`src/rtl/alu_seq_pkg.sv`:
```
// Shared opcode map, opcode type and controller state encoding for alu_seq.
package alu_seq_pkg;

    typedef logic [3:0] op_t;

    localparam op_t OP_ADD = 4'd0;
    localparam op_t OP_SUB = 4'd1;
    localparam op_t OP_INC = 4'd2;
    localparam op_t OP_DEC = 4'd3;
    localparam op_t OP_MUL = 4'd4;
    localparam op_t OP_AND = 4'd5;
    localparam op_t OP_OR  = 4'd6;
    localparam op_t OP_XOR = 4'd7;
    localparam op_t OP_NOT = 4'd8;
    localparam op_t OP_SHL = 4'd9;
    localparam op_t OP_SHR = 4'd10;
    localparam op_t OP_LT  = 4'd11;
    localparam op_t OP_GT  = 4'd12;

    typedef enum logic [1:0] {IDLE, EXEC, MUL, DONE} state_t;

endpackage

```
`src/rtl/alu_seq_mul.sv`:
```
// Iterative unsigned shift-add multiplier: one multiplier bit per cycle, LSB of b first.
// done flags the final iteration; product carries that iteration's result combinationally.
module alu_seq_mul #(
    parameter int W = 8
) (
    input  logic           clk,
    input  logic           rst_n,
    input  logic           start,
    input  logic [W-1:0]   a,
    input  logic [W-1:0]   b,
    output logic           done,
    output logic [2*W-1:0] product
);
    localparam int CNT_W = $clog2(W) + 1;

    logic [2*W-1:0]   prod_q, prod_d, step;
    logic [W-1:0]     mcand_q, mcand_d;
    logic [CNT_W-1:0] cnt_q, cnt_d;
    logic [W:0]       upper;

    // Low half starts as the multiplier and is shifted out as the product shifts in.
    always_comb begin
        upper   = {1'b0, prod_q[2*W-1:W]} + (prod_q[0] ? {1'b0, mcand_q} : {(W+1){1'b0}});
        step    = {upper, prod_q[W-1:1]};
        prod_d  = prod_q;
        mcand_d = mcand_q;
        cnt_d   = cnt_q;
        if (start) begin
            prod_d  = {{W{1'b0}}, b};
            mcand_d = a;
            cnt_d   = CNT_W'(W);
        end else if (cnt_q != '0) begin
            prod_d = step;
            cnt_d  = cnt_q - 1'b1;
        end
    end

    always_ff @(posedge clk or negedge rst_n) begin
        if (!rst_n) begin
            prod_q  <= '0;
            mcand_q <= '0;
            cnt_q   <= '0;
        end else begin
            prod_q  <= prod_d;
            mcand_q <= mcand_d;
            cnt_q   <= cnt_d;
        end
    end

    assign done    = (cnt_q == CNT_W'(1));
    assign product = step;

endmodule

```
`src/rtl/alu_seq.sv`:
```
// Handshaked, registered W-bit ALU with carry/zero/overflow/error flags.
// Define ALU_SEQ_MUL_EN to build the iterative 2W-bit multiplier for op 4; otherwise op 4 is illegal.
module alu_seq
    import alu_seq_pkg::*;
#(
    parameter int W = 8
) (
    input  logic         clk,
    input  logic         rst_n,
    input  logic         in_valid,
    output logic         in_ready,
    input  logic [W-1:0] a,
    input  logic [W-1:0] b,
    input  logic [3:0]   op,
    output logic         out_valid,
    input  logic         out_ready,
    output logic [W-1:0] result,
    output logic [W-1:0] result_hi,
    output logic         carry,
    output logic         zero,
    output logic         ovf,
    output logic         err
);
    state_t       state_q, state_d;
    logic         rdy_en_q;
    logic [W-1:0] a_q, a_d, b_q, b_d;
    op_t          op_q, op_d;
    logic [W-1:0] result_q, result_d, result_hi_q, result_hi_d;
    logic         carry_q, carry_d, zero_q, zero_d, ovf_q, ovf_d, err_q, err_d;
    logic         accept, exec_ld;
    logic [W:0]   sum_w, diff_w, inc_w, dec_w;
    logic [W-1:0] alu_res;
    logic         alu_carry, alu_ovf, alu_err;

`ifdef ALU_SEQ_MUL_EN
    logic           mul_done, mul_ld;
    logic [2*W-1:0] mul_prod;

    alu_seq_mul #(.W(W)) u_mul (
        .clk     (clk),
        .rst_n   (rst_n),
        .start   (accept && (op == OP_MUL)),
        .a       (a),
        .b       (b),
        .done    (mul_done),
        .product (mul_prod)
    );
    assign mul_ld = (state_q == MUL) && mul_done;
`endif

    // rdy_en_q keeps in_ready low until the first edge after reset release.
    always_ff @(posedge clk or negedge rst_n) begin
        if (!rst_n) begin
            state_q  <= IDLE;
            rdy_en_q <= 1'b0;
        end else begin
            state_q  <= state_d;
            rdy_en_q <= 1'b1;
        end
    end

    always_comb begin
        state_d = state_q;
        case (state_q)
`ifdef ALU_SEQ_MUL_EN
            IDLE:    if (accept) state_d = (op == OP_MUL) ? MUL : EXEC;
            MUL:     if (mul_done) state_d = DONE;
`else
            IDLE:    if (accept) state_d = EXEC;
`endif
            EXEC:    state_d = DONE;
            DONE:    if (out_ready) state_d = IDLE;
            default: state_d = IDLE;
        endcase
    end

    always_comb begin
        in_ready  = (state_q == IDLE) && rdy_en_q;
        out_valid = (state_q == DONE);
        exec_ld   = (state_q == EXEC);
    end

    assign accept = in_valid && in_ready;

    always_comb begin
        sum_w     = {1'b0, a_q} + {1'b0, b_q};
        diff_w    = {1'b0, a_q} - {1'b0, b_q};
        inc_w     = {1'b0, a_q} + {{W{1'b0}}, 1'b1};
        dec_w     = {1'b0, a_q} - {{W{1'b0}}, 1'b1};
        alu_res   = '0;
        alu_carry = 1'b0;
        alu_ovf   = 1'b0;
        alu_err   = 1'b0;
        case (op_q)
            OP_ADD: begin
                alu_res   = sum_w[W-1:0];
                alu_carry = sum_w[W];
                alu_ovf   = (a_q[W-1] == b_q[W-1]) && (sum_w[W-1] != a_q[W-1]);
            end
            OP_SUB: begin
                alu_res   = diff_w[W-1:0];
                alu_carry = diff_w[W];
                alu_ovf   = (a_q[W-1] != b_q[W-1]) && (diff_w[W-1] != a_q[W-1]);
            end
            OP_INC: begin
                alu_res   = inc_w[W-1:0];
                alu_carry = inc_w[W];
                alu_ovf   = !a_q[W-1] && inc_w[W-1];
            end
            OP_DEC: begin
                alu_res   = dec_w[W-1:0];
                alu_carry = dec_w[W];
                alu_ovf   = a_q[W-1] && !dec_w[W-1];
            end
            OP_AND: alu_res = a_q & b_q;
            OP_OR:  alu_res = a_q | b_q;
            OP_XOR: alu_res = a_q ^ b_q;
            OP_NOT: alu_res = ~a_q;
            OP_SHL: begin
                alu_res   = {a_q[W-2:0], 1'b0};
                alu_carry = a_q[W-1];
            end
            OP_SHR: begin
                alu_res   = {1'b0, a_q[W-1:1]};
                alu_carry = a_q[0];
            end
            OP_LT:   alu_res = {{(W-1){1'b0}}, (a_q < b_q)};
            OP_GT:   alu_res = {{(W-1){1'b0}}, (a_q > b_q)};
            default: alu_err = 1'b1;
        endcase
    end

    // Result registers only change on a load, so DONE holds them stable under backpressure.
    always_comb begin
        a_d         = accept ? a : a_q;
        b_d         = accept ? b : b_q;
        op_d        = accept ? op : op_q;
        result_d    = result_q;
        result_hi_d = result_hi_q;
        carry_d     = carry_q;
        zero_d      = zero_q;
        ovf_d       = ovf_q;
        err_d       = err_q;
        if (exec_ld) begin
            result_d    = alu_res;
            result_hi_d = '0;
            carry_d     = alu_carry;
            ovf_d       = alu_ovf;
            err_d       = alu_err;
            zero_d      = (alu_res == '0);
        end
`ifdef ALU_SEQ_MUL_EN
        else if (mul_ld) begin
            result_d    = mul_prod[W-1:0];
            result_hi_d = mul_prod[2*W-1:W];
            carry_d     = 1'b0;
            ovf_d       = 1'b0;
            err_d       = 1'b0;
            zero_d      = (mul_prod == '0);
        end
`endif
    end

    always_ff @(posedge clk or negedge rst_n) begin
        if (!rst_n) begin
            a_q         <= '0;
            b_q         <= '0;
            op_q        <= '0;
            result_q    <= '0;
            result_hi_q <= '0;
            carry_q     <= 1'b0;
            zero_q      <= 1'b0;
            ovf_q       <= 1'b0;
            err_q       <= 1'b0;
        end else begin
            a_q         <= a_d;
            b_q         <= b_d;
            op_q        <= op_d;
            result_q    <= result_d;
            result_hi_q <= result_hi_d;
            carry_q     <= carry_d;
            zero_q      <= zero_d;
            ovf_q       <= ovf_d;
            err_q       <= err_d;
        end
    end

    assign result    = result_q;
    assign result_hi = result_hi_q;
    assign carry     = carry_q;
    assign zero      = zero_q;
    assign ovf       = ovf_q;
    assign err       = err_q;

endmodule
```
`config.mk`:
```
export PLATFORM = sky130hd
export DESIGN_NAME = alu_seq
export DESIGN_NICKNAME = d
export VERILOG_FILES = /design/src/rtl/alu_seq_pkg.sv /design/src/rtl/alu_seq_mul.sv /design/src/rtl/alu_seq.sv
export SDC_FILE = /design/constraint.sdc
export NUM_CORES = 1
export LEC_CHECK = 0
export BUFFER_PORTS_ARGS = -buffer_cell sky130_fd_sc_hd__buf_2
export CAP_MARGIN = 20
export CORE_ASPECT_RATIO = 0.5
export CORE_UTILIZATION = 50
export CTS_CLUSTER_SIZE = 14
export DETAILED_ROUTE_END_ITERATION = 10
export PLACE_DENSITY = 0.71
export SLEW_MARGIN = 20
export SYNTH_ARGS = -nofsm -noshare
export SYNTH_HDL_FRONTEND = slang
export SYNTH_SLANG_ARGS = --single-unit
```
`constraint.sdc`:
```
create_clock -name clk -period 2.7 [get_ports clk]
set_input_delay 0.54 -clock clk [delete_from_list [all_inputs] [get_ports clk]]
set_output_delay 0.54 -clock clk [all_outputs]
set_load 0.01 [all_outputs]
```
==> summary by stage, run 1 <==
Synth
The portion of netlist area occupied by mux cells is 0.02788. The number of enable-type register cells in the synthesized netlist is 0. The combinational family with the most area after synthesis is compound AO/OA/AOI/OAI gates. The share of the synthesized area in compound gates (AO/OA/AOI/OAI) was 0.2657. Of the total synthesized cell area, the portion taken by AND, OR, NAND and NOR gates is 0.2075.

Among all flip-flop cells after synthesis, the most frequent one is dfrtp_1. The sequential share of the synthesized area is 0.2534. Of the total synthesized cell area, the portion taken by full adders, half adders and majority gates is 0.1130.

Of the post-synthesis cell area, the dominant cell type holds 0.2534. Of the total synthesized cell area, the portion taken by XOR and XNOR cells is 0.01521. The post-synthesis instance total is 411.

Yosys attributes the largest share of cell area to dfrtp_1, ha_1, o21ai_0. The cell taking the most area after synthesis is dfrtp_1. In the synthesized netlist the async set-or-reset flop fraction comes to 1.000. The commonest cells after synthesis are o21ai_0, nand2_1, dfrtp_1.

The most common cell in the synthesized netlist is o21ai_0. In this run, synthesis produced a sequential element count of 35. During synthesis, Yosys emitted a total of 0 warnings. The average cell area after synthesis is 8.408 sq um. The count of cell types in the netlist is 77. The mapped netlist covers 3456 sq um.

Timing
Clock skew on the completed layout was measured at 9.808 ps. The hold violation total from the final report is 0. Setup repair after global routing could not meet its margin everywhere.

Derived from the worst setup path, the maximum achievable clock frequency is 0.3678 GHz. The relative max-transition margin is 0.2915. Setup violations remaining at the end of the flow were counted as 1. The worst-margin pin slew is 1060 ps.

The share of the cycle needed by the critical path after routing is 1.007. Summed over all failing endpoints, the final setup total negative slack is -18.67 ps. The minimum period implied by the final worst setup slack is 2719 ps.

The post-route worst hold slack is 339.5 ps. The worst-case setup margin in the final layout is -18.67 ps. The number of slew-limit violations in the final report is 0.

Clocking
The longest clock path from root to sink contains 2 buffers. The clock tree from TritonCTS is yes. The clock tree synthesis step divided the H-tree into 2 levels. Clock-pin slew was measured on the worst setup and hold paths at 60 ps. The number of hold-repair buffers added at the cts stage is 0. The later pin in the worst-skew pair is clocked with a latency of 290 ps. The number of sinks handled by clock tree synthesis is 35. Buffers inserted during clock tree synthesis total 5. The CTS root buffer is clkbuf_16.

Cells and area
The proportion of layout cells with a drive suffix above 1 is 0.2990. The layout-stage area growth over the synthesis result is 20.82%. The count of fill cells added during filler insertion is 559.

The number of diodes added for antenna fixing is 0. The final cell utilization of the core is 0.6569. At the end of the flow, the number of nets in the layout was 538.

Route
The remaining design rule violation count is 0. The routed wirelength normalized by instance count is 20.45 um. Dividing the detail-routed via count by the number of cells gives 6.161. The number of antenna-violating nets in the routed design is 0. For this block, the routed nets add up to 11.72 mm of wire. The first TritonRoute pass finished after 5 iterations. The routed layout has 3530 vias. The first routing iteration left 488 violations.

Power and ir drop
Of the total power, combinational logic draws 0.745. Dividing total power by cell area gives a power density of 1582 nW/um^2. The total internal power is 3301 uW. Of the total power, the share spent switching nets is 0.5004. The maximum vdd drop is 0.0006669 V. In this run the static leakage power is 0.001887 uW. Of the total power, registers draw 0.160. The power dissipated by switching net loads is 3306 uW. The fraction of power consumed by the clock network is 0.095.

Placed design
The half-perimeter wire length of the detailed placement result is 9.010 mm. Buffers placed on the I/O ports in this run total 37. At the end of routability-driven placement, the weighted congestion stood at 0.9992. The worst setup slack after placement is -39.23 ps.

Setup path
The worst path required time is 2930 ps. The worst register-to-register path ends at result[0]. The worst register-to-register path has a depth of 9. The slack of the worst reg-to-reg path is -20 ps. STA classifies the critical path endpoint as a register.

In this run the worst path has a maximum fanout of 4. The data arrival time of the critical path is 2950 ps. By startpoint and endpoint, the worst setup path is classified as reg2reg. The startpoint identified for the worst register-to-register timing path is a_q[1]. The startpoint type of the worst setup path is a register.

Run status
The flow ran to the end, but the final reports show violations. The checks that failed: negative setup slack.

Global route
The first global-routing pass estimated 17.63 mm of wire. The total routing usage reported by global routing is 0.3351. The global-route congestion overflow total is 0. Entering global routing, the biggest net connects 36 pins. The number of global-route vias before repair is 3107.

The initial antenna violation count is 0.

Floorplan
The initial standard-cell utilization of the core is 0.5437. The full die area is 7268 sq um. The die boundary width is 119.6 um. The core area is 6356 sq um. The floorplan die height is 60.79 um. The floorplan has 20 rows. During I/O placement, the number of pins put on the boundary was 46.

Job
The number of max-cap violations is 0.

Hold path
In this run the worst hold path is classified as in2async.
placed cells by master, fill, tap and decap left out, types with 3 or more instances in the layout:
master | Yosys | routed
a211oi_1 | 5 | 4
buf_2 | 5 | 37
clkbuf_16 | 0 | 5
conb_1 | 2 | 9
nor4_1 | 6 | 5
inv_1 | 28 | 27
nor2b_1 | 6 | 6
o21ai_0 | 42 | 42
or2_2 | 4 | 4
nor3_1 | 8 | 8
a221oi_2 | 0 | 3
nor2_1 | 22 | 22
nor3b_1 | 5 | 5
o211ai_1 | 5 | 5
mux2_2 | 5 | 5
xnor2_1 | 5 | 5
a22oi_1 | 4 | 4
nand3_1 | 5 | 5
ha_1 | 28 | 26
nand4_1 | 3 | 3
a32oi_1 | 4 | 4
a21oi_1 | 23 | 22
or3_1 | 4 | 3
nand2_1 | 39 | 39
o221ai_1 | 5 | 4
dfrtp_1 | 35 | 33
mux2i_1 | 4 | 4
a21o_1 | 4 | 4
o21bai_1 | 3 | 3
nand2b_1 | 7 | 6
a22o_1 | 3 | 3
buf_4 | 10 | 59
worst max-delay path by stage:
stage / depth (start not counted) / slack (ps) / endpoint / from
3_3_place_gp: 11 / 40 / zero / a_q[0]
6_report: 9 / -20 / result[0] / a_q[1]
3_5_place_dp: 9 / -40 / zero / a_q[0]
2_1_floorplan: 8 / 130 / zero / a_q[1]
5_1_grt: 11 / -50 / zero / a_q[0]
4_1_cts: 9 / 40 / zero / a_q[0]
metal layers:
metal,vias up,global-route usage,share of wire
met1,1659,0.4897,0.48
li1,1622,-,-
met5,-,0,0
met3,17,0.1306,0.13
met2,232,0.4600,0.37
met4,0,0.06786,0.015
power groups by stage:
stage / Combinational (uW) / Clock, uW / Sequential (uW)
final: 4920 / 630 / 1060
after global routing: 5210 / 649 / 1090
after CTS: 4510 / 635 / 1040
after detailed placement: 4450 / 0 / 1050
after global placement: 4410 / 0 / 1030
after floorplan: 2960 / 0 / 1010
through the flow:
stage / area, sq um / total power [uW] / cells
finish: 4175 / 6607 / 573
global placement: 3890 / 5435 / 560
global route: 4175 / 6957 / 573
CTS: 4060 / 6187 / 568
detailed placement: 3890 / 5498 / 560
floorplan: 3482 / 3969 / 418
timing repair:
item	in CTS	in global routing
pin swaps	0	6
endpoints found under the setup margin	2	4
setup buffers	0	5
gates resized for setup	3	16
sequential cells by signal, indices dropped and copies added (netlist names):
signal	flops
carry	1
a_q	8
ovf	1
state_q	2
op_q	4
result	8
err	1
b_q	8
zero	1
rdy_en_q	1
worst max-delay path, stage by stage, from the launching register on:
cell       delay (ps)
dfrtp_2           430
inv_1              90
ha_1              360
or2_1             260
a2111o_1          410
a2bb2oi_2         250
a21oi_1           150
a2111o_1          370
nand3b_1          160
mux2_2            170
layout make-up:
type | count | area (sq um) | share of cell area
repair buffers | 96 | 628.1 | 0.1504
clock buffers | 8 | 156.4 | 0.03746
well taps | 88 | 110.1 | 0.02637
inverters | 28 | 105.1 | 0.02517
flip-flops and latches | 35 | 878.3 | 0.2104
multi-input cells | 318 | 2297 | 0.5502
logic make-up (layout without fill, tap and decap cells):
logic type	Yosys count	in the layout
AO/OA/AOI/OAI	133	133
AND/OR/NAND/NOR	131	131
buffers and inverters	65	132
flip-flops	35	35
adder cells (fa/ha/maj)	30	30
multiplexers	9	9
XOR/XNOR	6	6
other	2	9
Power figures use the tool's default switching activity.
==> run 2, diff against run 1 <==
--- a/config.mk
+++ b/config.mk
@@ -8,10 +8,11 @@
 export BUFFER_PORTS_ARGS = -buffer_cell sky130_fd_sc_hd__buf_2
 export CAP_MARGIN = 20
 export CORE_ASPECT_RATIO = 0.5
-export CORE_UTILIZATION = 50
+export CORE_UTILIZATION = 28
 export CTS_CLUSTER_SIZE = 14
 export DETAILED_ROUTE_END_ITERATION = 10
-export PLACE_DENSITY = 0.71
+export MAX_ROUTING_LAYER = met4
+export PLACE_DENSITY = 0.44
 export SLEW_MARGIN = 20
 export SYNTH_ARGS = -nofsm -noshare
 export SYNTH_HDL_FRONTEND = slang
==> run 2 against run 1 <==
Against the previous run: the run now ends clean; setup slack gained 100 ps; final area grew 2.4%; clock-buffer cell count shrank 1; sequential power shrank 4%; core utilization shrank 30 points; largest cell class unchanged; register-to-register slack gained 100 ps; highest routed layer unchanged; fmax grew 4.0%; wire length grew 3.9%; critical endpoint is now zero.
==> summary by stage, run 2 (synthesis gave the netlist of run 1 again) <==
Setup path
The cell with the largest stage delay on the worst path is dfrtp_1 (was dfrtp_2). The start point of the critical path was a_q[1] (unchanged). The nature of the critical path endpoint is a register (unchanged).

The category of the most critical setup path was reg2reg (unchanged). Cells along the critical path: buf_4 -> buf_4 -> ha_1 -> a21o_1 -> a21oi_2 -> nand2b_1 -> o2bb2ai_1 -> o221a_2 -> o221ai_2 -> o41ai_2 (was inv_1 -> ha_1 -> or2_1 -> a2111o_1 -> a2bb2oi_2 -> a21oi_1 -> a2111o_1 -> nand3b_1 -> mux2_2). The worst path required time is 2880 ps (was 2930 ps). The critical path's most frequent cell is buf_4 (was a2111o_1). The data arrival time of the critical path was 2800 ps (was 2950 ps). The largest stage delay on the critical path is 390 ps (was 430 ps). The maximum fanout count along the critical path is 3 (was 4). The startpoint type of the worst setup path is a register (unchanged).

The worst reg2reg path startpoint was a_q[1] (unchanged).

Route
The routed wirelength normalized by instance count came to 18.76 um (was 20.45 um). The first-pass iteration count of the detailed router came to 5 (unchanged). The number of vias in the routed layout is 3351 (was 3530).

The remaining design rule violation count was 0 (unchanged). The number of antenna-violating nets in the routed design came to 0 (unchanged). The number of violations reported at the end of detailed-routing iteration 0 is 249 (was 488). The overall routed net length came to 12.17 mm (was 11.72 mm).

The post-detailed-route via-to-cell ratio is 5.163 (was 6.161).

Placed design
The half-perimeter wire length of the detailed placement result is 9.383 mm (was 9.010 mm). The cell area after placement is 3964 sq um (was 3890 sq um). The routability-driven placement congestion ratio is 0.9047 (was 0.9992). The number of buffers inserted by port buffering is 37 (unchanged).

The count of placed standard cells including taps is 634 (was 560).

Floorplan
The core area is 11910 sq um (was 6356 sq um). The number of core rows is 28 (was 20). The boundary pin count was 46 (unchanged). The full die area came to 12820 sq um (was 7268 sq um).

The initial standard-cell utilization of the core is 0.2901 (was 0.5437). The floorplan die height is 80.56 um (was 60.79 um). The die boundary width came to 159.1 um (was 119.6 um).

Timing
Setup repair after global routing missed its margin: true (unchanged). The worst-margin pin slew is 830.0 ps (was 1060 ps). The number of slew-limit violations in the final report is 0 (unchanged). The minimum period implied by the final worst setup slack is 2615 ps (was 2719 ps). The sum of negative setup slack is 0 ps (was -18.67 ps). The number of setup violations in the final report is 0 (was 1). The share of the cycle needed by the critical path after routing is 0.9684 (was 1.007). The hold violation total from the final report was 0 (unchanged).

The maximum clock skew at final layout is 4.977 ps (was 9.808 ps). The top achievable clock speed is 0.3824 GHz (was 0.3678 GHz). The relative max-transition margin came to 0.4467 (was 0.2915). The post-route worst hold slack is 350.0 ps (was 339.5 ps).

Global route
The largest net degree at the start of global routing is 39 (was 36). The first-pass GRT wire length was 18.91 mm (was 17.63 mm). The total routing usage reported by global routing is 0.2013 (was 0.3351). The global-route congestion overflow total is 0 (unchanged). The number of global-route vias before repair came to 3201 (was 3107). The initial antenna violation count is 0 (unchanged).

Power and ir drop
The maximum vdd drop is 0.0002981 V (was 0.0006669 V). The leakage component of the power is 0.001866 uW (was 0.001887 uW). The cell area power density was 1562 nW/um^2 (was 1582 nW/um^2).

Cells and area
The layout-stage area growth over the synthesis result is 23.68% (was 20.82%). The final net count is 537 (was 538). The count of fill cells added during filler insertion is 1274 (was 559). The most common library cell in the layout ignoring fill and taps was buf_4 (unchanged). The proportion of layout cells with a drive suffix above 1 is 0.3202 (was 0.2990). The area of combinational cells with multiple inputs is 2327 sq um (was 2297 sq um). The area of all placed cells without fillers came to 4274 sq um (was 4175 sq um). The number of standard cells in the layout, taps in and fillers out is 649 (was 573). The number of diodes added for antenna fixing is 0 (unchanged). The flip-flop and latch area is 877.1 sq um (was 878.3 sq um). The final cell utilization of the core is 0.3588 (was 0.6569). Most frequent cells in the layout: buf_4, o21ai_0, nand2_1, buf_2, dfrtp_1 (unchanged).

Run status
Run status: finished clean (was finished, violations left).

Job
The number of max-cap violations is 0 (unchanged).

Clocking
The clock buffer count from CTS is 5 (unchanged). The CTS root buffer was clkbuf_16 (unchanged). The worst-case clock buffer depth was 2 (unchanged). The number of hold-repair buffers added at the cts stage is 0 (unchanged). The H-tree depth reported by CTS is 2 (unchanged).

The number of sinks handled by clock tree synthesis is 35 (unchanged). The clock-pin slew on the worst setup and hold paths is 60 ps (about the same). The worst-skew pair later-pin latency came to 290 ps (about the same).

The clock tree from TritonCTS is yes (unchanged).

Hold path
The path category of the worst min-delay check is in2async (unchanged).
## run 2: cell types whose count changed in the layout (fill, tap and decap cells not counted), sizes merged
cell	before	now
clkbuf	8	7
clkinv	0	1
buf	96	95
## run 2: layout make-up
type / instances / share of cell area
clock inverters: 1 / 0.001171
repair buffers: 95 / 0.1452
well taps: 165 / 0.04830
inverters: 28 / 0.02459
clock buffers: 7 / 0.03103
flip-flops and latches: 35 / 0.2052
multi-input cells: 318 / 0.5445
## run 2: worst max-delay path: cells and delay by family (launching register included)
kind                       cells  cell delay [ps]
AOI/OAI and AO/OA              6             1370
adders and majority gates      1              230
buffers and inverters          2              290
DFF                            1              390
and+or+nand+nor                1              220
## run 2: path summary, 6_finish.rpt
path                       slack (ps)  cells after the start   endpoint
max                                90                     10       zero
min                               350                      1     b_q[1]
max reg2reg                        90                     10       zero
min reg2reg                       470                      2  result[2]
max in group asynchronous        1760                      1    op_q[0]
min in group clk                  450                      3     b_q[0]
## run 2: routing by layer
metal	routed length (um)	global-route usage
met3	917	0.03926
met1	6558	0.3027
met2	4553	0.2728
met4	143	0.03269
met5	0	-
## run 2: where the power goes
| group | internal, uW | total [uW] | switching (uW) |
|---|---|---|---|
| registers | 774 | 1020 | 247 |
| clock network | 341 | 569 | 228 |
| logic | 2250 | 5090 | 2840 |
| total | 3360 | 6680 | 3310 |
## run 2: repair_timing
item | CTS | global route
pin swaps | 6 | 15
buffers inserted | 3 | 4
gates resized for setup | 6 | 26
endpoints found under the setup margin | 1 | 5
## run 2: stage by stage
stage,setup WS (ps),power [uW]
2_1_floorplan,127.1,3969
3_3_place_gp,-156.9,5625
3_5_place_dp,-122.1,5573
4_1_cts,18.37,6299
5_1_grt,-50.59,7202
6_report,85.20,6677
==> run 3, diff against run 2 <==
--- a/config.mk
+++ b/config.mk
@@ -5,7 +5,7 @@
 export SDC_FILE = /design/constraint.sdc
 export NUM_CORES = 1
 export LEC_CHECK = 0
-export BUFFER_PORTS_ARGS = -buffer_cell sky130_fd_sc_hd__buf_2
+export BUFFER_PORTS_ARGS = -buffer_cell sky130_fd_sc_hd__buf_4
 export CAP_MARGIN = 20
 export CORE_ASPECT_RATIO = 0.5
 export CORE_UTILIZATION = 28
==> run 3 against run 2 <==
Against the previous run: sequential share of layout area shrank 0.97 points; largest power group unchanged; clock-buffer cell count grew 1; sequential cell count is the same; non-clock buffer count grew 9; critical endpoint unchanged; global-route usage grew 0.26 points; clock skew grew 0.71 ps; cell count grew 1.4%; register-to-register slack lost 90 ps; the run now ends with negative setup slack left.
==> summary by stage, run 3 (synthesis gave the netlist of run 1 again) <==
Run status
Run status: finished, violations left (was finished clean). The final reports fail on negative setup slack.

Placed design
The number of buffers inserted by port buffering is 37 (unchanged). The cell area after placement is 4182 sq um (was 3964 sq um). The half-perimeter wire length of the detailed placement result is 9.488 mm (was 9.383 mm). The routability-driven placement congestion ratio is 0.9068 (was 0.9047).

Power and ir drop
The maximum vdd drop is 0.0004623 V (was 0.0002981 V). The fraction of power consumed by sequential logic was 0.145 (was 0.153). The total internal power came to 3623 uW (was 3365 uW). The net switching share of the total power is 0.4787 (was 0.4961). The fraction of power consumed by the clock network is 0.089 (was 0.085).

The cell area power density is 1551 nW/um^2 (was 1562 nW/um^2). The combinational share of power is 0.766 (was 0.762). The leakage component of the power is 0.001963 uW (was 0.001866 uW).

The power dissipated by switching net loads was 3326 uW (was 3312 uW).

Timing
The number of slew-limit violations in the final report is 0 (unchanged). Setup repair after global routing missed its margin: true (unchanged). The share of the cycle needed by the critical path after routing is 1.003 (was 0.9684). The relative max-transition margin is 0.5640 (was 0.4467). The worst-margin pin slew was 650.4 ps (was 830.0 ps). The top achievable clock speed is 0.3693 GHz (was 0.3824 GHz). The minimum period implied by the final worst setup slack is 2708 ps (was 2615 ps). The maximum clock skew at final layout came to 5.684 ps (was 4.977 ps). The hold violation total from the final report came to 0 (unchanged). The post-route worst hold slack was 220.7 ps (was 350.0 ps).

The worst-case setup margin in the final layout is -7.799 ps (was 85.20 ps). The number of setup violations in the final report was 1 (was 0).

Global route
The global-route congestion overflow total is 0 (unchanged). The first-pass GRT wire length came to 19.22 mm (was 18.91 mm). The initial antenna violation count was 0 (unchanged). The total routing usage reported by global routing was 0.2039 (was 0.2013). The largest net degree at the start of global routing came to 39 (unchanged). The number of global-route vias before repair is 3234 (was 3201).

Floorplan
The initial standard-cell utilization of the core is 0.2901 (unchanged). The floorplan die height is 80.56 um (unchanged). The boundary pin count is 46 (unchanged).

The die boundary width is 159.1 um (unchanged). The core area is 11910 sq um (unchanged). The full die area is 12820 sq um (unchanged). The number of core rows is 28 (unchanged).

Setup path
The worst path required time is 2870 ps (was 2880 ps). The category of the most critical setup path is reg2reg (unchanged). The nature of the critical path endpoint is a register (unchanged). The data arrival time of the critical path is 2880 ps (was 2800 ps). The startpoint type of the worst setup path is a register (unchanged).

The maximum fanout count along the critical path is 7 (was 3).

Job
The number of max-cap violations is 0 (unchanged).

Route
The post-detailed-route via-to-cell ratio is 5.152 (was 5.163). The number of antenna-violating nets in the routed design came to 0 (unchanged). The overall routed net length is 12.30 mm (was 12.17 mm).

The remaining design rule violation count came to 0 (unchanged). The first-pass iteration count of the detailed router is 5 (unchanged). The number of violations reported at the end of detailed-routing iteration 0 is 312 (was 249).

The number of vias in the routed layout is 3390 (was 3351). The routed wirelength normalized by instance count came to 18.69 um (was 18.76 um).

Cells and area
The final cell utilization of the core was 0.3762 (was 0.3588). The final net count was 546 (was 537). The proportion of layout cells with a drive suffix above 1 is 0.3124 (was 0.3202). The layout-stage area growth over the synthesis result is 29.65% (was 23.68%). The number of diodes added for antenna fixing is 0 (unchanged).

The area of all placed cells without fillers is 4481 sq um (was 4274 sq um). Most frequent cells in the layout: buf_4, o21ai_0, nand2_1, dfrtp_1, inv_1 (was buf_4, o21ai_0, nand2_1, buf_2, dfrtp_1). The most common library cell in the layout ignoring fill and taps is buf_4 (unchanged).

Clocking
The number of sinks handled by clock tree synthesis is 35 (unchanged). The clock tree from TritonCTS was yes (unchanged). The H-tree depth reported by CTS is 2 (unchanged). The clock buffer count from CTS is 5 (unchanged).

The worst-case clock buffer depth is 2 (unchanged). The CTS root buffer is clkbuf_16 (unchanged). The number of hold-repair buffers added at the cts stage was 0 (unchanged). The worst-skew pair later-pin latency is 280 ps (was 290 ps).

The clock-pin slew on the worst setup and hold paths was 50 ps (was 60 ps).

Hold path
The path category of the worst min-delay check is in2async (unchanged).
run 3: per-layer routing:
layer / GRT usage / vias up / part of all wire
li1: - / 1638 / -
met1: 0.3099 / 1627 / 0.55
met2: 0.2737 / 121 / 0.39
met3: 0.03616 / 4 / 0.058
met4: 0.03558 / 0 / 0.0030
met5: - / - / 0
run 3: per-stage QoR:
step | TNS, ps | setup slack [ps] | total power (uW) | cells
after detailed placement | -67.71 | -67.71 | 5852 | 644
after CTS | -16.76 | -16.76 | 6650 | 654
after floorplan | 0 | 127.1 | 3969 | 418
final | -7.799 | -7.799 | 6949 | 658
after global routing | -93.89 | -91.10 | 7475 | 658
after global placement | -18.66 | -18.66 | 5883 | 644
run 3: final timing paths:
kind / startpoint / depth (start not counted) / slack (ps) / end
max: a_q[0] / 9 / -8 / zero
min: rst_n / 1 / 220 / b_q[0]
max reg2reg: a_q[0] / 9 / -8 / zero
min reg2reg: err / 2 / 480 / err
max in group asynchronous: rst_n / 1 / 2140 / a_q[4]
min in group clk: b[5] / 3 / 460 / b_q[5]
run 3: layout make-up:
cell class	count	area, sq um
Multi-Input combinational cell	318	2306
Sequential cell	35	875.8
Timing Repair Buffer	104	830.8
Fill cell	1266	7431
Inverter	28	105.1
Clock buffer	8	156.4
Tap cell	165	206.4
run 3: power groups by stage:
stage | Combinational, uW | Sequential, uW | Clock, uW
final | 5320 | 1010 | 622
after global routing | 5750 | 1060 | 660
after CTS | 5000 | 1010 | 643
after detailed placement | 4830 | 1020 | 0
after global placement | 4870 | 1010 | 0
after floorplan | 2960 | 1010 | 0
run 3: worst max-delay path, stage by stage (launching register included):
cell and delay (ps):
dfrtp_1 390, buf_4 140, buf_4 170, or3_1 340, a21oi_1 160, a21oi_1 50
a211oi_1 310, nor3b_1 540, nand4_1 190, o41ai_2 310
run 3: what timing repair did:
item                                    4_1_cts  5_1_grt
buffers inserted                              2        4
endpoints found under the setup margin        1        5
pin swaps                                     3        5
resized for setup                             6       15
